==> src/rtl/mem_ctrl_if.sv <==
// Cache-side request bus and SRAM-side access bus of mem_ctrl.
// slave is the controller's view, master the view of the cache/SRAM environment.
interface mem_ctrl_if #(
   parameter int ADDR_WIDTH = 16,
   parameter int DATA_WIDTH = 32,
   parameter int AW         = 12
);
   logic                  mem_valid_i;
   logic                  mem_we_i;
   logic [ADDR_WIDTH-1:0] mem_adr_i;
   logic [DATA_WIDTH-1:0] mem_wdata_i;
   logic                  mem_ready_o;
   logic [DATA_WIDTH-1:0] mem_rdata_o;
   logic                  sram_en_o;
   logic                  sram_we_o;
   logic [AW-1:0]         sram_adr_o;
   logic [DATA_WIDTH-1:0] sram_wdata_o;
   logic [DATA_WIDTH-1:0] sram_rdata_i;

   modport slave (
      input  mem_valid_i, mem_we_i, mem_adr_i, mem_wdata_i, sram_rdata_i,
      output mem_ready_o, mem_rdata_o, sram_en_o, sram_we_o, sram_adr_o, sram_wdata_o
   );

   modport master (
      output mem_valid_i, mem_we_i, mem_adr_i, mem_wdata_i, sram_rdata_i,
      input  mem_ready_o, mem_rdata_o, sram_en_o, sram_we_o, sram_adr_o, sram_wdata_o
   );
endinterface

==> src/rtl/mem_ctrl.sv <==
// Single-request cache-to-SRAM controller with programmable wait latency.
// Optional MEM_CTRL_STATS_EN adds saturating read/write/out-of-range counters.
module mem_ctrl #(
   parameter int ADDR_WIDTH = 16,
   parameter int DATA_WIDTH = 32,
   parameter int MEM_WORDS  = 4096,
   parameter int LATENCY    = 3
) (
   input  logic        clk_i,
   input  logic        rst_i,
   mem_ctrl_if.slave   bus
`ifdef MEM_CTRL_STATS_EN
   ,
   output logic [15:0] rd_cnt_o,
   output logic [15:0] wr_cnt_o,
   output logic [15:0] oor_cnt_o
`endif
);
   // state   | meaning
   // IDLE    | waiting for mem_valid_i
   // WAIT    | counting down LATENCY wait cycles
   // ACCESS  | SRAM strobe issued
   // CAPTURE | SRAM read data in flight
   // RESP    | completion pulse issued
   // HOLD    | waiting for mem_valid_i to drop
   localparam int AW = $clog2(MEM_WORDS);
   localparam logic [ADDR_WIDTH:0] DEPTH = (ADDR_WIDTH+1)'(MEM_WORDS);

   typedef enum logic [2:0] {IDLE, WAIT, ACCESS, CAPTURE, RESP, HOLD} state_e;

   state_e                state_q, state_d;
   logic [3:0]            cnt_q, cnt_d;
   logic                  we_q, we_d;
   logic [ADDR_WIDTH-1:0] adr_q, adr_d;
   logic [DATA_WIDTH-1:0] wdata_q, wdata_d;
   logic                  oor;

   logic                  ready_q;
   logic [DATA_WIDTH-1:0] rdata_q;
   logic                  sram_en_q;
   logic                  sram_we_q;
   logic [AW-1:0]         sram_adr_q;
   logic [DATA_WIDTH-1:0] sram_wdata_q;

   assign oor = {1'b0, adr_q} >= DEPTH;

   always_comb begin
      state_d = state_q;
      cnt_d   = cnt_q;
      we_d    = we_q;
      adr_d   = adr_q;
      wdata_d = wdata_q;
      case (state_q)
         IDLE: begin
            if (bus.mem_valid_i) begin
               we_d    = bus.mem_we_i;
               adr_d   = bus.mem_adr_i;
               wdata_d = bus.mem_wdata_i;
               cnt_d   = 4'(LATENCY);
               state_d = (LATENCY == 0) ? ACCESS : WAIT;
            end
         end
         WAIT: begin
            cnt_d = cnt_q - 4'd1;
            if (cnt_q <= 4'd1) state_d = ACCESS;
         end
         ACCESS:  state_d = CAPTURE;
         CAPTURE: state_d = RESP;
         RESP:    state_d = HOLD;
         HOLD: begin
            if (!bus.mem_valid_i) state_d = IDLE;
         end
         default: state_d = IDLE;
      endcase
   end

   // Outputs are registered from the current state, so each state's effect
   // appears on the pins one cycle after that state is entered.
   always_ff @(posedge clk_i) begin
      if (rst_i) begin
         state_q      <= IDLE;
         cnt_q        <= '0;
         we_q         <= 1'b0;
         adr_q        <= '0;
         wdata_q      <= '0;
         ready_q      <= 1'b0;
         rdata_q      <= '0;
         sram_en_q    <= 1'b0;
         sram_we_q    <= 1'b0;
         sram_adr_q   <= '0;
         sram_wdata_q <= '0;
      end else begin
         state_q   <= state_d;
         cnt_q     <= cnt_d;
         we_q      <= we_d;
         adr_q     <= adr_d;
         wdata_q   <= wdata_d;
         ready_q   <= (state_q == RESP);
         sram_en_q <= (state_q == ACCESS) && !oor;
         sram_we_q <= (state_q == ACCESS) && !oor && we_q;
         if (state_q == ACCESS) begin
            sram_adr_q   <= adr_q[AW-1:0];
            sram_wdata_q <= wdata_q;
         end
         if ((state_q == RESP) && !we_q) rdata_q <= oor ? '0 : bus.sram_rdata_i;
      end
   end

   assign bus.mem_ready_o  = ready_q;
   assign bus.mem_rdata_o  = rdata_q;
   assign bus.sram_en_o    = sram_en_q;
   assign bus.sram_we_o    = sram_we_q;
   assign bus.sram_adr_o   = sram_adr_q;
   assign bus.sram_wdata_o = sram_wdata_q;

`ifdef MEM_CTRL_STATS_EN
   logic [15:0] rd_cnt_q, wr_cnt_q, oor_cnt_q;

   always_ff @(posedge clk_i) begin
      if (rst_i) begin
         rd_cnt_q  <= '0;
         wr_cnt_q  <= '0;
         oor_cnt_q <= '0;
      end else if (state_q == RESP) begin
         if (oor) begin
            if (oor_cnt_q != 16'hFFFF) oor_cnt_q <= oor_cnt_q + 16'd1;
         end else if (we_q) begin
            if (wr_cnt_q != 16'hFFFF) wr_cnt_q <= wr_cnt_q + 16'd1;
         end else begin
            if (rd_cnt_q != 16'hFFFF) rd_cnt_q <= rd_cnt_q + 16'd1;
         end
      end
   end

   assign rd_cnt_o  = rd_cnt_q;
   assign wr_cnt_o  = wr_cnt_q;
   assign oor_cnt_o = oor_cnt_q;
`endif
endmodule

==> src/flat_wrapper.sv <==
// flat-port wrapper written by rule: the top's interface ports become plain ports
module mem_ctrl_flat 
#(
   parameter int ADDR_WIDTH = 16,
   parameter int DATA_WIDTH = 32,
   parameter int MEM_WORDS  = 4096,
   parameter int LATENCY    = 3
)
  (clk_i, rst_i, bus_mem_valid_i, bus_mem_we_i, bus_mem_adr_i, bus_mem_wdata_i, bus_sram_rdata_i, bus_mem_ready_o, bus_mem_rdata_o, bus_sram_en_o, bus_sram_we_o, bus_sram_adr_o, bus_sram_wdata_o);
  mem_ctrl_if #(.ADDR_WIDTH(ADDR_WIDTH), .DATA_WIDTH(DATA_WIDTH), .AW(12)) bus_i ();
  input  logic clk_i;
  input  logic rst_i;
  input wire logic [$bits(bus_i.mem_valid_i)-1:0] bus_mem_valid_i;
  input wire logic [$bits(bus_i.mem_we_i)-1:0] bus_mem_we_i;
  input wire logic [$bits(bus_i.mem_adr_i)-1:0] bus_mem_adr_i;
  input wire logic [$bits(bus_i.mem_wdata_i)-1:0] bus_mem_wdata_i;
  input wire logic [$bits(bus_i.sram_rdata_i)-1:0] bus_sram_rdata_i;
  output wire logic [$bits(bus_i.mem_ready_o)-1:0] bus_mem_ready_o;
  output wire logic [$bits(bus_i.mem_rdata_o)-1:0] bus_mem_rdata_o;
  output wire logic [$bits(bus_i.sram_en_o)-1:0] bus_sram_en_o;
  output wire logic [$bits(bus_i.sram_we_o)-1:0] bus_sram_we_o;
  output wire logic [$bits(bus_i.sram_adr_o)-1:0] bus_sram_adr_o;
  output wire logic [$bits(bus_i.sram_wdata_o)-1:0] bus_sram_wdata_o;
  assign bus_i.mem_valid_i = bus_mem_valid_i;
  assign bus_i.mem_we_i = bus_mem_we_i;
  assign bus_i.mem_adr_i = bus_mem_adr_i;
  assign bus_i.mem_wdata_i = bus_mem_wdata_i;
  assign bus_i.sram_rdata_i = bus_sram_rdata_i;
  assign bus_mem_ready_o = bus_i.mem_ready_o;
  assign bus_mem_rdata_o = bus_i.mem_rdata_o;
  assign bus_sram_en_o = bus_i.sram_en_o;
  assign bus_sram_we_o = bus_i.sram_we_o;
  assign bus_sram_adr_o = bus_i.sram_adr_o;
  assign bus_sram_wdata_o = bus_i.sram_wdata_o;
  mem_ctrl #(.ADDR_WIDTH(ADDR_WIDTH), .DATA_WIDTH(DATA_WIDTH), .MEM_WORDS(MEM_WORDS), .LATENCY(LATENCY)) u_core (.clk_i(clk_i), .rst_i(rst_i), .bus(bus_i));
endmodule
==> config.mk <==
export PLATFORM = sky130hd
export DESIGN_NAME = mem_ctrl_flat
export DESIGN_NICKNAME = d
export VERILOG_FILES = /design/src/rtl/mem_ctrl_if.sv /design/src/rtl/mem_ctrl.sv /design/src/flat_wrapper.sv
export SDC_FILE = /design/constraint.sdc
export NUM_CORES = 1
export LEC_CHECK = 0
export ABC_AREA = 1
export BUFFER_PORTS_ARGS = -buffer_cell sky130_fd_sc_hd__buf_2
export CAP_MARGIN = 20
export CORE_AREA = 2 2 160 84
export DETAILED_ROUTE_END_ITERATION = 12
export DIE_AREA = 0 0 162 86
export GPL_ROUTABILITY_DRIVEN = 1
export GPL_TIMING_DRIVEN = 1
export PLACE_DENSITY = 0.67
export SYNTH_ARGS = -nofsm -noshare
export SYNTH_HDL_FRONTEND = slang
export SYNTH_SLANG_ARGS = --single-unit
==> constraint.sdc <==
create_clock -name clk_i -period 3.63 [get_ports clk_i]
set_clock_uncertainty 0.15 [all_clocks]
set_input_delay 0.1815 -clock clk_i [delete_from_list [all_inputs] [get_ports clk_i]]
set_output_delay 0.1815 -clock clk_i [all_outputs]
set_load 0.03 [all_outputs]
==> results.json <==
{
  "ys_seq_elements": 135,
  "tns_ns": 0,
  "ant_nets": 0,
  "yosysSeqAreaShare": 0.528,
  "maxSlewViolCount": 0,
  "dr.pass1.iters": 5,
  "fmax_mhz": 413,
  "required_ns": 3.81,
  "grt_pass1_vias": 4639,
  "die_h_um": 86,
  "grt_use_total": 0.211,
  "rr_worst_depth": 5,
  "worst_pin_slew_ns": 0.925,
  "clockRootBuffer": "clkbuf_16",
  "die_width_um": 162,
  "dp_slack_ns": 1.18,
  "via_count": 5009,
  "core_area_mm2": 0.0124,
  "num_rows": 29,
  "syn_area_mm2": 0.00511,
  "cts.sinks": 135,
  "gr-total-overflow": 0,
  "drc_errors": 0,
  "gp_congestion": 0.748,
  "clk_pin_slew_ns": 0.05,
  "numPortBuffers": 162,
  "max_slew_margin": 0.382,
  "hold_viol": 0,
  "syn-num-nets": 743,
  "worst_slack_ns": 1.21,
  "crit_path_max_incr_delay_ns": 0.85,
  "crit_arrival_ns": 2.60,
  "crit_slowest_cell": "inv_2",
  "htree_num_levels": 4,
  "path_cells": "nor2_4 -> nand3_4 -> inv_2 -> nand2_1 -> a21oi_1",
  "routedWlPerCell_um": 13.5,
  "fin_crit_sh": 0.667,
  "die-area_mm2": 0.0139,
  "outcome": "complete, no violations",
  "drt_wl_total_um": 14300,
  "min_path_cells": 5,
  "initialDrtViolationCount": 284,
  "fin_cells": 1062,
  "clock_latency_ns": 0.40,
  "critical_path_class": "register to register",
  "max-clock-path-buffers": 2,
  "post-dp-hpwl_um": 8550,
  "grt_pass1_wl_um": 23300,
  "io_pins": 163,
  "postSynthCellCount": 657,
  "leakagePower_nw": 3.37,
  "setup.worst_path.start_class": "register",
  "viasPerCell": 4.72,
  "hold_class": "input port to register",
  "endpoint_kind": "register",
  "setup_violations": 0,
  "grt_max_degree": 85,
  "p_per_area_mw_per_mm2": 554,
  "ys_warn_count": 0,
  "syn_area_per_cell_um2": 7.79,
  "layout.nets": 965,
  "layout-drive-gt1-share": 0.231,
  "dp_cells": 949,
  "insertedDiodeCount": 0,
  "cts_buffers": 17,
  "areaGrowthSynthToFinish_pct": 43.6,
  "synth_cell_types": 25,
  "rsz0062_at_grt": "false",
  "antenna_found_initial": 0,
  "start_util": 0.412,
  "crit_fanout": 54,
  "finalCriticalPeriod_ns": 2.42,
  "ir_drop_mv": 0.296,
  "maxCapViolations": 0,
  "cts_tree": "done"
}
==> worst max-delay path: cells and delay by family, from the launching register on <==
kind | cells | cell delay, ns
buf+inv | 1 | 0.85
simple gates | 3 | 0.80
flops | 1 | 0.38
compound gates | 1 | 0.16
==> Yosys cell counts <==
| cell type | instances | share of area |
|---|---|---|
| buf_4 | 6 | 0.0088 |
| buf_1 | 1 | 0.00073 |
| nor4_1 | 1 | 0.0012 |
| nor2_1 | 103 | 0.076 |
| clkbuf_2 | 4 | 0.0039 |
| inv_1 | 44 | 0.032 |
| dfxtp_1 | 135 | 0.53 |
| ha_1 | 2 | 0.0049 |
| o21ai_0 | 48 | 0.047 |
| inv_2 | 1 | 0.00073 |
| inv_4 | 1 | 0.0012 |
| a31oi_1 | 1 | 0.0012 |
| a21oi_1 | 53 | 0.052 |
| nand4_1 | 32 | 0.039 |
| nor2_4 | 1 | 0.0022 |
| clkbuf_1 | 20 | 0.015 |
| buf_2 | 13 | 0.013 |
| buf_6 | 2 | 0.0044 |
| nor3_1 | 2 | 0.0020 |
| o21bai_1 | 1 | 0.0015 |
| nand2_1 | 145 | 0.11 |
| nand3_1 | 7 | 0.0068 |
| nand3_2 | 1 | 0.0020 |
| a21boi_0 | 32 | 0.047 |
| nand3_4 | 1 | 0.0034 |
==> metrics by stage <==
| stage | util | hold slack [ns] | total power, mW | area [um^2] |
|---|---|---|---|---|
| 2_1_floorplan | - | 0.174 | 2.18 | 5110 |
| 3_3_place_gp | 0.480 | 0.285 | 2.36 | 5960 |
| 3_5_place_dp | 0.480 | 0.291 | 2.36 | 5960 |
| 4_1_cts | 0.592 | 0.0958 | 4.09 | 7350 |
| 5_1_grt | 0.592 | 0.118 | 4.27 | 7350 |
| 6_report | 0.592 | 0.105 | 4.07 | 7350 |
==> timing repair <==
item                      in CTS  in global routing
gates resized for setup        0                  0
hold buffers                  81                  0
buffers inserted               0                  0
hold endpoints to repair      81                  0
==> layer usage <==
metal  vias to the layer above  wire, um  global-route usage
li1                       2566         -                   -
met2                       144      5910               0.304
met5                         -         0                   0
met3                        23       842              0.0537
met4                         0       231              0.0716
met1                      2276      7330               0.305
==> worst paths after layout <==
kind | from | slack (ns) | to
min reg2reg | u_core.wdata_q[31] | 0.31 | u_core.bus.sram_wdata_o[31]
min | bus_mem_valid_i | 0.11 | u_core.state_q[0]
max reg2reg | u_core.state_q[2] | 1.21 | u_core.adr_q[11]
max | u_core.state_q[2] | 1.21 | u_core.adr_q[11]
==> cells by family (layout without fill, tap and decap cells) <==
group,Yosys count,after routing,synth area share
and+or+nand+nor,293,293,0.239
AOI/OAI and AO/OA,135,135,0.148
adders and majority gates,2,2,0.00489
DFF,135,135,0.528
buffers and inverters,92,327,0.0795
==> registers in the layout (all words and copies together) (netlist names) <==
signal	count
u_core.cnt_q	4
u_core.we_q	1
u_core.bus.mem_rdata_o	32
u_core.bus.sram_wdata_o	32
u_core.bus.sram_adr_o	12
u_core.wdata_q	32
u_core.adr_q	16
u_core.bus.sram_en_o	1
u_core.bus.sram_we_o	1
u_core.bus.mem_ready_o	1
u_core.state_q	3
==> final cells by class <==
class | count | area [um^2]
clock buffers | 23 | 488
clock inverters | 9 | 91.3
fillers | 1143 | 5060
inverters | 46 | 175
multi-input cells | 430 | 2010
flip-flops and latches | 135 | 2700
well taps | 170 | 213
repair buffers | 249 | 1670
==> power breakdown <==
group / total (mW) / switching (mW) / internal (mW)
clock: 1.67 / 0.646 / 1.02
combinational: 0.734 / 0.469 / 0.265
sequential: 1.67 / 0.0648 / 1.61
total: 4.07 / 1.18 / 2.89
==> cells in the final DEF, fill, tap and decap left out, types with 4 or more instances in the layout <==
cell           Yosys  final
buf_2             13    162
nand2_1          145    145
inv_1             44     43
nand3_1            7      7
o21ai_0           48     48
buf_4              6      6
nor2_1           103    101
clkbuf_16          0     17
dfxtp_1          135    135
dlygate4sd3_1      0     81
nand4_1           32     32
clkinvlp_4         0      4
a21oi_1           53     53
a21boi_0          32     32
clkbuf_8           0      4
No activity file was read; power rests on OpenSTA's default activity.
